[src/rtl/uart_bus_master.sv]
// UART-to-bus bridge: parses 'W'/'R' commands from a received byte stream and
// issues single-word transactions on the SoC mem_* bus, answering over the UART.
module uart_bus_master #(
  parameter int CLK_FREQ = 25_000_000,
  parameter int TIMEOUT  = CLK_FREQ / 100
) (
  input  logic        clk,
  input  logic        rst,
  input  logic [7:0]  rx_data,
  input  logic        rx_valid,
  output logic [7:0]  tx_data,
  output logic        tx_valid,
  input  logic        tx_ready,
  output logic [31:0] mem_addr,
  output logic [31:0] mem_wdata,
  output logic [3:0]  mem_wmask,
  output logic        mem_rstrb,
  input  logic [31:0] mem_rdata,
  input  logic        mem_rbusy,
  input  logic        mem_wbusy,
  output logic        bus_req,
  output logic        err
);

  localparam int TW = $clog2(TIMEOUT + 1);

  localparam logic [7:0] OP_WR = 8'h57;
  localparam logic [7:0] OP_RD = 8'h52;
  localparam logic [7:0] ACK   = 8'h4B;

  typedef enum logic [2:0] {IDLE, ADDR, DATA, WR, RD, RD_WAIT, RESP} state_t;

  // Latched command; the address is kept word-aligned by never storing [1:0].
  typedef struct packed {
    logic        is_wr;
    logic [31:2] addr;
    logic [31:0] wdata;
  } cmd_t;

  state_t      state_q, state_d;
  cmd_t        cmd_q;
  logic [1:0]  cnt_q;
  logic [TW-1:0] tmo_q;
  logic [31:0] rdata_q;
  logic        err_q;

  logic is_op, tmo_fire, field_done, resp_last, busy_state;

  assign is_op      = (rx_data == OP_WR) || (rx_data == OP_RD);
  assign tmo_fire   = ((state_q == ADDR) || (state_q == DATA)) && (tmo_q == TW'(TIMEOUT));
  assign field_done = rx_valid && (cnt_q == 2'd3);
  assign resp_last  = cmd_q.is_wr || (cnt_q == 2'd3);
  assign busy_state = state_q inside {WR, RD, RD_WAIT, RESP};

  assign bus_req   = (state_q != IDLE);
  assign mem_addr  = {cmd_q.addr, 2'b00};
  assign mem_wdata = cmd_q.wdata;
  assign err       = err_q;

  always_ff @(posedge clk) begin
    if (rst) state_q <= IDLE;
    else     state_q <= state_d;
  end

  always_comb begin
    state_d   = state_q;
    tx_valid  = 1'b0;
    tx_data   = 8'h00;
    mem_wmask = 4'h0;
    mem_rstrb = 1'b0;
    unique case (state_q)
      IDLE: if (rx_valid && is_op) state_d = ADDR;
      ADDR: begin
        // A timeout on the same cycle as a byte wins; the byte is lost.
        if (tmo_fire)        state_d = IDLE;
        else if (field_done) state_d = cmd_q.is_wr ? DATA : RD;
      end
      DATA: begin
        if (tmo_fire)        state_d = IDLE;
        else if (field_done) state_d = WR;
      end
      WR: begin
        mem_wmask = 4'hF;
        if (!mem_wbusy) state_d = RESP;
      end
      RD: begin
        mem_rstrb = 1'b1;
        state_d   = RD_WAIT;
      end
      RD_WAIT: if (!mem_rbusy) state_d = RESP;
      RESP: begin
        tx_valid = 1'b1;
        tx_data  = cmd_q.is_wr ? ACK : rdata_q[{cnt_q, 3'b000} +: 8];
        if (tx_ready && resp_last) state_d = IDLE;
      end
      default: state_d = IDLE;
    endcase
  end

  always_ff @(posedge clk) begin
    if (rst) begin
      cmd_q   <= '0;
      cnt_q   <= '0;
      tmo_q   <= '0;
      rdata_q <= '0;
      err_q   <= 1'b0;
    end else begin
      err_q <= 1'b0;
      tmo_q <= '0;
      unique case (state_q)
        IDLE: begin
          if (rx_valid) begin
            if (is_op) begin
              cmd_q.is_wr <= (rx_data == OP_WR);
              cnt_q       <= '0;
            end else begin
              err_q <= 1'b1;
            end
          end
        end
        ADDR, DATA: begin
          if (tmo_fire) begin
            err_q <= 1'b1;
            cnt_q <= '0;
          end else if (rx_valid) begin
            cnt_q <= cnt_q + 2'd1;
            if (state_q == ADDR) begin
              unique case (cnt_q)
                2'd0: cmd_q.addr[7:2]   <= rx_data[7:2];
                2'd1: cmd_q.addr[15:8]  <= rx_data;
                2'd2: cmd_q.addr[23:16] <= rx_data;
                2'd3: cmd_q.addr[31:24] <= rx_data;
              endcase
            end else begin
              cmd_q.wdata[{cnt_q, 3'b000} +: 8] <= rx_data;
            end
          end else begin
            tmo_q <= tmo_q + TW'(1);
          end
        end
        RD_WAIT: if (!mem_rbusy) rdata_q <= mem_rdata;
        RESP: if (tx_ready) cnt_q <= resp_last ? 2'd0 : cnt_q + 2'd1;
        default: ;
      endcase
      // Bytes arriving while a bus cycle or response is in flight are dropped.
      if (rx_valid && busy_state) err_q <= 1'b1;
    end
  end

endmodule

[config.mk]
export PLATFORM = sky130hd
export DESIGN_NAME = uart_bus_master
export DESIGN_NICKNAME = d
export VERILOG_FILES = /design/src/rtl/uart_bus_master.sv
export SDC_FILE = /design/constraint.sdc
export NUM_CORES = 1
export LEC_CHECK = 0
export CAP_MARGIN = 20
export CORE_MARGIN = 4
export CORE_UTILIZATION = 45
export CTS_CLUSTER_DIAMETER = 40
export DETAILED_ROUTE_END_ITERATION = 10
export PLACE_DENSITY = 0.72
export SYNTH_ARGS = -nofsm -noshare
export SYNTH_HDL_FRONTEND = slang
export SYNTH_SLANG_ARGS = --single-unit
[constraint.sdc]
create_clock -name clk -period 4.1 [get_ports clk]
set_input_delay 1.025 -clock clk [delete_from_list [all_inputs] [get_ports clk]]
set_output_delay 1.025 -clock clk [all_outputs]
set_load 0.01 [all_outputs]
==> impl_metrics.csv, run 1 <==
group,metric,value,unit
synthesis,synth_warnings,0,
synthesis,synth_compound_area_share,12.72,%
placement,numPortBuffers,123,
pwr,p_sw_share,24.30,%
synthesis,synth-seq-cells,119,
final_layout,final_common_cell,"clkdlybuf4s50_1",
clocking,cts_made_buffers,17,
drt,m1WireLength,6137,um
grt,grt_overflow,0,
synthesis,synth.distinct_cells,54,
final_layout,nets,769,
clocking,cts.htree.levels,4,
die,die-area,0.01510,mm^2
drt,wl_per_cell,16.02,um
die,die_height,122.9,um
final_layout,layoutNonFillerInstCount,896,
synthesis,synth_xor_area_share,2.801,%
outcome,outcome,"completed",
placement,dpl_cell_area,0.006759,mm^2
drt,dr_wl_met3,874,um
synthesis,synthMuxAreaShare,8.088,%
grt,grt_pass1_vias,4466,
setup_path,critPathCaptureType,"output pin",
pwr,ir_drop,0.0002895,V
grt,grt_antenna_before_repair,0,
timing,period_needed,3.577,ns
synthesis,yosys.area_share.simple,21.93,%
setup_path,reg2reg_depth,5,
placement,dpl_worst_slack,0.9476,ns
job,drv_cap,0,
final_layout,drive_gt1_share,9.530,%
pwr,internal-power,2.360,mW
die,io_pins,126,
synthesis,synth_area_per_cell,8.867,um^2
drt,routed.top_layer,"met4",
worst_hold_path,hp-class,"reg -> reg",
clocking,cts_setup_buffers,0,
drt,first_iter_violations,338,
setup_path,required,3.07,ns
synthesis,synth_fa_ha_area_share,2.106,%
final_layout,fillers,1141,
timing,fin_skew,0.01013,ns
clocking,clockBufferDepth,2,
pwr,power_density,423.9,mW/mm^2
placement,gp_congestion,0.8555,
timing,worst_slew_pin_slew,0.9002,ns
drt,viasPerCell,5.201,
timing,finalSetupViolations,0,
synthesis,ys_async_sr_fraction,0,%
die,rows,41,
drt,drtAntennaViolNets,0,
timing,hold_viol_final,0,
synthesis,synth_top_family_by_area,"simple AND/OR/NAND/NOR gates",
worst_hold_path,whs_path_depth,2,
setup_path,crit_path_start_kind,"flip-flop",
final_layout,antenna_cells,0,
pwr,clockPowerShare,47.7,%
setup_path,crit_type,"reg -> out",
die,start_util,46.51,%
timing,slew_headroom,39.86,%
synthesis,yosysSeqAreaShare,40.10,%
pwr,p_leak,2.648,nW
timing,setup_ws,0.5233,ns
grt,grt_max_degree,61,
setup_path,cp.arrival,2.55,ns
placement,dpl.hpwl,10210,um
final_layout,syn2layout_area_growth,23.82,%
drt,vias,4660,
final_layout,mostFrequentLayoutCells,"clkdlybuf4s50_1, dfxtp_1, nand2_1",
synthesis,postSynthCellCount,670,
timing,fin_crit_sh,87.24,%
grt,grt_use_total,19.29,%
timing,clock.fmax,0.2796,GHz
pwr,p_sw,757.7,uW
drt,first_pass_iters,4,
synthesis,synth_area,0.005941,mm^2
timing,fin_setup_tns,0,ns
pwr,power_frac_seq,39.6,%
clocking,cts_tree,"yes",
timing,finalMaxSlewViolations,0,
grt,grt_pass1_wl,22560,um
drt,routed_wl,14360,um
setup_path,path_max_fanout,16,
clocking,insertion_delay,0.41,ns
die,design.core.area,0.01277,mm^2
timing,hold_ws,0.4529,ns
clocking,cts.clk_slew.worst_paths,0.05,ns
pwr,combPwrFrac,12.7,%
die,die_w,122.9,um
clocking,hold_buffers,0,
final_layout,fin_area,0.007356,mm^2
synthesis,synth_edf_count,0,
drt,drc,0,
placement,dp.cells,866,
drt,wl_met2,7140,um
clocking,cts-root-buf,"clkbuf_16",
clocking,cts-resized-gates,0,
timing,rsz0062_at_grt,"no",
synthesis,postSynth.topFlopCell,"dfxtp_1",
clocking,cts_sinks,119,
[worst paths after layout]
kind              slack [ns]             to         from
setup reg to reg        1.21  mem_wdata[23]     cnt_q[0]
hold reg to reg         0.45    rdata_q[11]  rdata_q[11]
hold / removal          0.45    rdata_q[11]  rdata_q[11]
setup / recovery        0.52     tx_data[6]     cnt_q[0]
[through the flow]
step	total power, mW	utilization, %
6_report	3.118	57.59
5_1_grt	3.244	57.59
4_1_cts	3.142	57.59
3_5_place_dp	1.651	52.91
3_3_place_gp	1.640	52.91
2_1_floorplan	1.511	-
[flip-flops by register name, indices dropped and copies added, names as in the netlist]
name       cells
err            1
cnt_q          2
mem_wdata     32
state_q        3
tmo_q         18
rdata_q       32
mem_addr      30
cmd_q          1
[area by class of cell]
type	instances	area (um^2)	area share, %
multi-input cells	436	2846	38.70
flip-flops and latches	119	2382	32.39
repair buffers	130	1281	17.42
clock buffers	22	474.2	6.447
well taps	172	215.2	2.926
clock inverters	8	122.6	1.667
inverters	9	33.78	0.4593
[power groups by stage]
stage | combinational [mW] | clock, mW | sequential [mW]
2_1_floorplan | 0.284 | 0 | 1.23
3_3_place_gp | 0.382 | 0 | 1.26
3_5_place_dp | 0.393 | 0 | 1.26
4_1_cts | 0.394 | 1.51 | 1.23
5_1_grt | 0.433 | 1.57 | 1.24
6_report | 0.395 | 1.49 | 1.24
[worst max-delay path, cell delays in order, from the launching register on]
cell and delay [ns]:
dfxtp_1 0.89, mux4_2 0.61, nor2_1 0.12, nor2_1 0.05
clkdlybuf4s50_1 0.48
[cell families after synthesis]
logic type                 count (synthesis)
and+or+nand+nor                          261
DFF                                      119
buffers and inverters                    116
AOI/OAI and AO/OA                        106
muxes                                     38
xor gates and xnor gates                  19
adders and majority gates                 10
other                                      1
[synth_stat cells, types with 4 or more instances]
cell / count / area share [%]
nand2b_1: 21 / 2.2
nand3_1: 40 / 3.4
buf_2: 12 / 1.0
a21oi_1: 67 / 5.6
buf_4: 67 / 8.5
o211ai_4: 4 / 1.4
mux4_2: 8 / 3.0
nor2_1: 65 / 4.1
inv_1: 9 / 0.57
clkbuf_1: 25 / 1.6
and3_1: 5 / 0.53
nor3b_1: 4 / 0.51
a21oi_2: 5 / 0.74
nor3_1: 5 / 0.42
nand4_1: 4 / 0.42
ha_1: 10 / 2.1
mux2i_1: 30 / 5.1
xnor2_1: 8 / 1.2
dfxtp_1: 119 / 40
nand2_1: 86 / 5.4
nor2b_1: 7 / 0.74
nand2b_4: 4 / 0.93
xor2_1: 11 / 1.6
[per-layer routing]
| layer | vias up | track usage (%) |
|---|---|---|
| met5 | - | 0 |
| met1 | 2216 | 24.15 |
| met2 | 136 | 32.11 |
| met3 | 14 | 5.261 |
| li1 | 2294 | - |
| met4 | 0 | 6.578 |
Power figures use the tool's default switching activity.
==> run 2, diff against run 1 <==
- CTS_BUF_LIST: not set -> sky130_fd_sc_hd__clkbuf_8 sky130_fd_sc_hd__clkbuf_16
==> impl_metrics.csv, run 2 (synthesized netlist as in run 1, its figures left out) <==
group,metric,value,unit
drt,first_iter_violations,307,
timing,worst_slew_pin_slew,0.9066,ns
clocking,cts-root-buf,"clkbuf_16",
pwr,p_sw,759.3,uW
setup_path,path_buf_inv,1,
placement,numPortBuffers,123,
setup_path,cp.arrival,2.55,ns
drt,routed_wl,14360,um
pwr,combPwrFrac,12.7,%
pwr,ir_drop,0.0002895,V
worst_hold_path,hp-class,"reg -> reg",
timing,fin_crit_sh,87.15,%
timing,fin_setup_tns,0,ns
timing,rsz0062_at_grt,"no",
clocking,hold_buffers,0,
placement,dpl.hpwl,10210,um
clocking,cts_made_buffers,17,
timing,period_needed,3.573,ns
timing,finalMaxSlewViolations,0,
clocking,cts.clk_slew.worst_paths,0.05,ns
placement,dpl_cell_area,0.006759,mm^2
grt,grt_use_total,19.29,%
clocking,cts_tree,"yes",
setup_path,path_max_fanout,16,
final_layout,nets,769,
drt,vias,4650,
pwr,internal-power,2.355,mW
clocking,cts-resized-gates,0,
pwr,fin_total_pwr,3.115,mW
setup_path,path_cells,"mux4_2 > nor2_1 > nor2_1 > clkdlybuf4s50_1",
grt,grt_overflow,0,
setup_path,cp_slowest_cell,"dfxtp_1",
worst_hold_path,min_from,"rdata_q[11]",
timing,hold_ws,0.4529,ns
setup_path,r2r-start,"cnt_q[0]",
drt,viasPerCell,5.190,
grt,grt_max_degree,61,
final_layout,drive_gt1_share,9.530,%
die,die_w,122.9,um
drt,drtAntennaViolNets,0,
timing,fin_skew,0.01033,ns
setup_path,max_stage_delay,0.88,ns
pwr,power_density,423.4,mW/mm^2
die,io_pins,126,
placement,dp.cells,866,
clocking,cts.htree.levels,4,
setup_path,crit_path_start_kind,"flip-flop",
job,drv_cap,0,
pwr,p_leak,2.656,nW
setup_path,crit_family,"flip-flops",
drt,drc,0,
pwr,p_sw_share,24.38,%
clocking,clockBufferDepth,2,
final_layout,antenna_cells,0,
clocking,cts_sinks,119,
outcome,outcome,"completed",
final_layout,syn2layout_area_growth,23.82,%
setup_path,crit_type,"reg -> out",
die,die-area,0.01510,mm^2
setup_path,cpMostUsedCell,"nor2_1",
drt,first_pass_iters,5,
final_layout,mostFrequentLayoutCells,"clkdlybuf4s50_1, dfxtp_1, nand2_1",
timing,slew_headroom,39.43,%
die,rows,41,
timing,finalSetupViolations,0,
clocking,cts_setup_buffers,0,
pwr,clockPowerShare,47.6,%
clocking,insertion_delay,0.41,ns
timing,hold_viol_final,0,
timing,clock.fmax,0.2799,GHz
placement,gp_congestion,0.8555,
pwr,power_frac_seq,39.7,%
final_layout,fin_area,0.007356,mm^2
setup_path,required,3.07,ns
die,die_height,122.9,um
drt,wl_per_cell,16.02,um
final_layout,final_common_cell,"clkdlybuf4s50_1",
final_layout,layoutNonFillerInstCount,896,
grt,grt_pass1_wl,22570,um
grt,grt_antenna_before_repair,0,
die,start_util,46.51,%
setup_path,startpoint,"cnt_q[0]",
grt,grt_pass1_vias,4470,
die,design.core.area,0.01277,mm^2
setup_path,critPathCaptureType,"output pin",
==> run 2: cell count changes in the layout (fill, tap and decap cells not counted) <==
| cell | before | now |
|---|---|---|
| clkbuf_1 | 2 | 0 |
| inv_1 | 9 | 11 |
==> run 2: path summary, 6_finish.rpt <==
path / to / slack (ns) / depth (start not counted)
hold reg to reg: rdata_q[11] / 0.45 / 2
setup / recovery: tx_data[6] / 0.53 / 4
setup reg to reg: mem_wdata[23] / 1.21 / 5
hold / removal: rdata_q[11] / 0.45 / 2
==> run 2: stage by stage <==
step | setup slack, ns | util [%]
final | 0.5268 | 57.59
after global routing | 0.3894 | 57.59
after global placement | 0.9622 | 52.91
after CTS | 0.5097 | 57.59
after detailed placement | 0.9476 | 52.91
after floorplan | 1.688 | -
==> run 2: metal layers <==
layer	global-route usage [%]	vias to the layer above	share of wire, %
li1	-	2296	-
met1	24.15	2209	43
met2	32.11	133	50
met3	5.261	12	5.5
met4	6.578	0	1.4
met5	0	-	0
==> run 2: tightest hold or removal path, delay by kind of cell (launching register included) <==
kind	cells	cell delay [ns]
flops	1	0.30
simple gates	1	0.05
compound gates	1	0.05
==> run 2: power by group through the flow <==
stage / Sequential (mW) / Clock (mW) / Combinational (mW)
global route: 1.24 / 1.57 / 0.433
detailed placement: 1.26 / 0 / 0.393
finish: 1.24 / 1.48 / 0.397
global placement: 1.26 / 0 / 0.382
CTS: 1.23 / 1.51 / 0.394
floorplan: 1.23 / 0 / 0.284
==> run 2: final cells by class <==
type | count | area (um^2)
clock inverters | 10 | 130.1
inverters | 9 | 33.78
multi-input cells | 436 | 2846
fillers | 1141 | 5418
flip-flops and latches | 119 | 2382
repair buffers | 130 | 1281
well taps | 172 | 215.2
clock buffers | 20 | 466.7
==> run 3, diff against run 2 <==
- ABC_AREA: not set -> 1
- PLACE_DENSITY: 0.72 -> 0.71
==> impl_metrics.csv, run 3 <==
group,metric,value,unit
die,rows,43,
synthesis,yosysSeqAreaShare,36.93,%
synthesis,ys_async_sr_fraction,0,%
drt,first_iter_violations,372,
final_layout,mostFrequentLayoutCells,"nor2_1, clkdlybuf4s50_1, dfxtp_1",
worst_hold_path,hp-class,"reg -> reg",
synthesis,synth.distinct_cells,41,
drt,wl_per_cell,14.06,um
drt,drc,0,
timing,finalMaxSlewViolations,0,
setup_path,r2r_slack,1.54,ns
pwr,ir_drop,0.0003005,V
placement,dpl_worst_slack,1.057,ns
final_layout,nets,955,
setup_path,r2r-start,"cnt_q[1]",
pwr,p_leak,2.934,nW
worst_hold_path,whs_path_depth,2,
drt,drtAntennaViolNets,0,
setup_path,path_max_fanout,14,
clocking,cts_made_buffers,17,
drt,first_pass_iters,5,
setup_path,required,3.07,ns
timing,period_needed,3.564,ns
pwr,fin_total_pwr,2.920,mW
setup_path,crit_type,"reg -> out",
synthesis,synth_area_per_cell,7.519,um^2
timing,hold_viol_final,0,
setup_path,r2r-end,"mem_wdata[12]",
setup_path,critPathCaptureType,"output pin",
final_layout,antenna_cells,0,
drt,viasPerCell,4.898,
timing,hold_ws,0.4420,ns
worst_hold_path,min_from,"mem_addr[12]",
outcome,outcome,"completed",
clocking,clockBufferDepth,2,
setup_path,cp.arrival,2.54,ns
timing,worst_slew_pin_slew,0.9645,ns
timing,rsz0062_at_grt,"no",
drt,vias,5344,
pwr,power_density,372.5,mW/mm^2
grt,grt_pass1_wl,24410,um
clocking,cts-root-buf,"clkbuf_16",
clocking,cts.htree.levels,4,
synthesis,synth_top_area_cell,"dfxtp_1",
timing,clock.fmax,0.2806,GHz
job,drv_cap,0,
grt,grt_pass1_vias,4941,
timing,fin_crit_sh,86.92,%
synthesis,postSynthCellCount,858,
final_layout,syn2layout_area_growth,21.51,%
clocking,cts-resized-gates,0,
grt,grt_max_degree,39,
synthesis,synth_area_leaders,"dfxtp_1, nor2_1, buf_4",
die,die_w,127.7,um
synthesis,yosys.area.top_type_share,36.93,%
clocking,cts_setup_buffers,0,
final_layout,final_common_cell,"nor2_1",
placement,dpl.hpwl,10630,um
die,io_pins,126,
die,start_util,46.30,%
timing,slew_headroom,35.63,%
synthesis,synth_common_cells,"nor2_1, dfxtp_1, nand2_1",
timing,fin_skew,0.005556,ns
setup_path,crit_path_start_kind,"flip-flop",
clocking,hold_buffers,0,
clocking,cts_tree,"yes",
clocking,cts_sinks,119,
grt,grt_antenna_before_repair,0,
clocking,cts.clk_slew.worst_paths,0.05,ns
die,die-area,0.01632,mm^2
synthesis,synth_edf_count,0,
synthesis,synth_warnings,0,
final_layout,drive_gt1_share,14.82,%
synthesis,synth-seq-cells,119,
worst_hold_path,hold_end,"mem_addr[12]",
synthesis,yosysMostFrequentCell,"nor2_1",
placement,numPortBuffers,123,
die,design.core.area,0.01393,mm^2
die,die_height,127.7,um
timing,finalSetupViolations,0,
setup_path,reg2reg_depth,6,
synthesis,postSynth.topFlopCell,"dfxtp_1",
clocking,insertion_delay,0.42,ns
timing,setup_ws,0.5362,ns
drt,routed_wl,15340,um
grt,grt_overflow,0,
synthesis,synth_area,0.006451,mm^2
placement,gp_congestion,0.9175,
grt,grt_use_total,18.81,%
timing,fin_setup_tns,0,ns
==> run 3: cell types whose count changed in the layout (fill, tap and decap cells not counted), moves of 21 or more <==
| cell | delta |
|---|---|
| o21ai_0 | +62 |
| nand2_1 | +32 |
| mux2i_1 | -30 |
| nand2b_1 | -21 |
| nand3_2 | +22 |
| inv_1 | +56 |
| a21oi_2 | +22 |
| nor2_1 | +75 |
==> run 3: final cells by class <==
| class | count | area [um^2] |
|---|---|---|
| Tap cell | 180 | 225.2 |
| Timing Repair Buffer | 127 | 1256 |
| Sequential cell | 119 | 2382 |
| Fill cell | 1309 | 6096 |
| Clock inverter | 10 | 175.2 |
| Clock buffer | 21 | 480.5 |
| Multi-Input combinational cell | 554 | 3014 |
| Inverter | 80 | 305.3 |
==> run 3: worst max-delay path, cell delays in order, from the launching register on <==
cell and delay (ns):
dfxtp_1 0.64, clkinv_1 0.45, nor2_1 0.21, o21ai_0 0.10, a21oi_1 0.17, clkdlybuf4s50_1 0.55
==> run 3: stage by stage <==
stage	utilization, %	instance area [um^2]	std cells
after floorplan	-	6455	859
after global placement	51.55	7183	1060
after detailed placement	51.55	7183	1060
after CTS	56.25	7839	1091
after global routing	56.25	7839	1091
final	56.25	7839	1091
==> run 3: worst max path at each step <==
stage          slack, ns         end      from
2_1_floorplan       1.73  tx_data[7]  cnt_q[1]
3_3_place_gp        1.10  tx_data[7]  cnt_q[1]
3_5_place_dp        1.06  tx_data[2]  cnt_q[1]
4_1_cts             0.55  tx_data[2]  cnt_q[1]
5_1_grt             0.32  tx_data[4]  cnt_q[1]
6_report            0.54  tx_data[5]  cnt_q[1]
==> run 3: cell families (layout without fill, tap and decap cells) <==
logic type / after synthesis / count (layout) / synth area share, %
simple gates: 378 / 378 / 29.58
buf+inv: 186 / 238 / 16.41
compound gates: 157 / 157 / 14.14
flops: 119 / 119 / 36.93
fa+ha+maj: 10 / 10 / 1.939
xor+xnor: 7 / 7 / 0.9504
other cells: 1 / 2 / 0.05813
==> run 3: metal layers <==
layer  track usage (%)  wire, um  vias up  part of all wire, %
li1                  -         -     2783                    -
met3             6.958      1230       20                  8.0
met4             6.180       245        0                  1.6
met1             24.49      7040     2357                   46
met5                 0         0        -                    0
met2             28.93      6823      184                   44
==> run 3: power breakdown <==
part	leakage [nW]	switching, mW	internal, mW
Clock	0.328	0.520	1.13
Sequential	0.958	0.00134	1.16
Combinational	1.65	0.0585	0.0506
Total	2.93	0.579	2.34
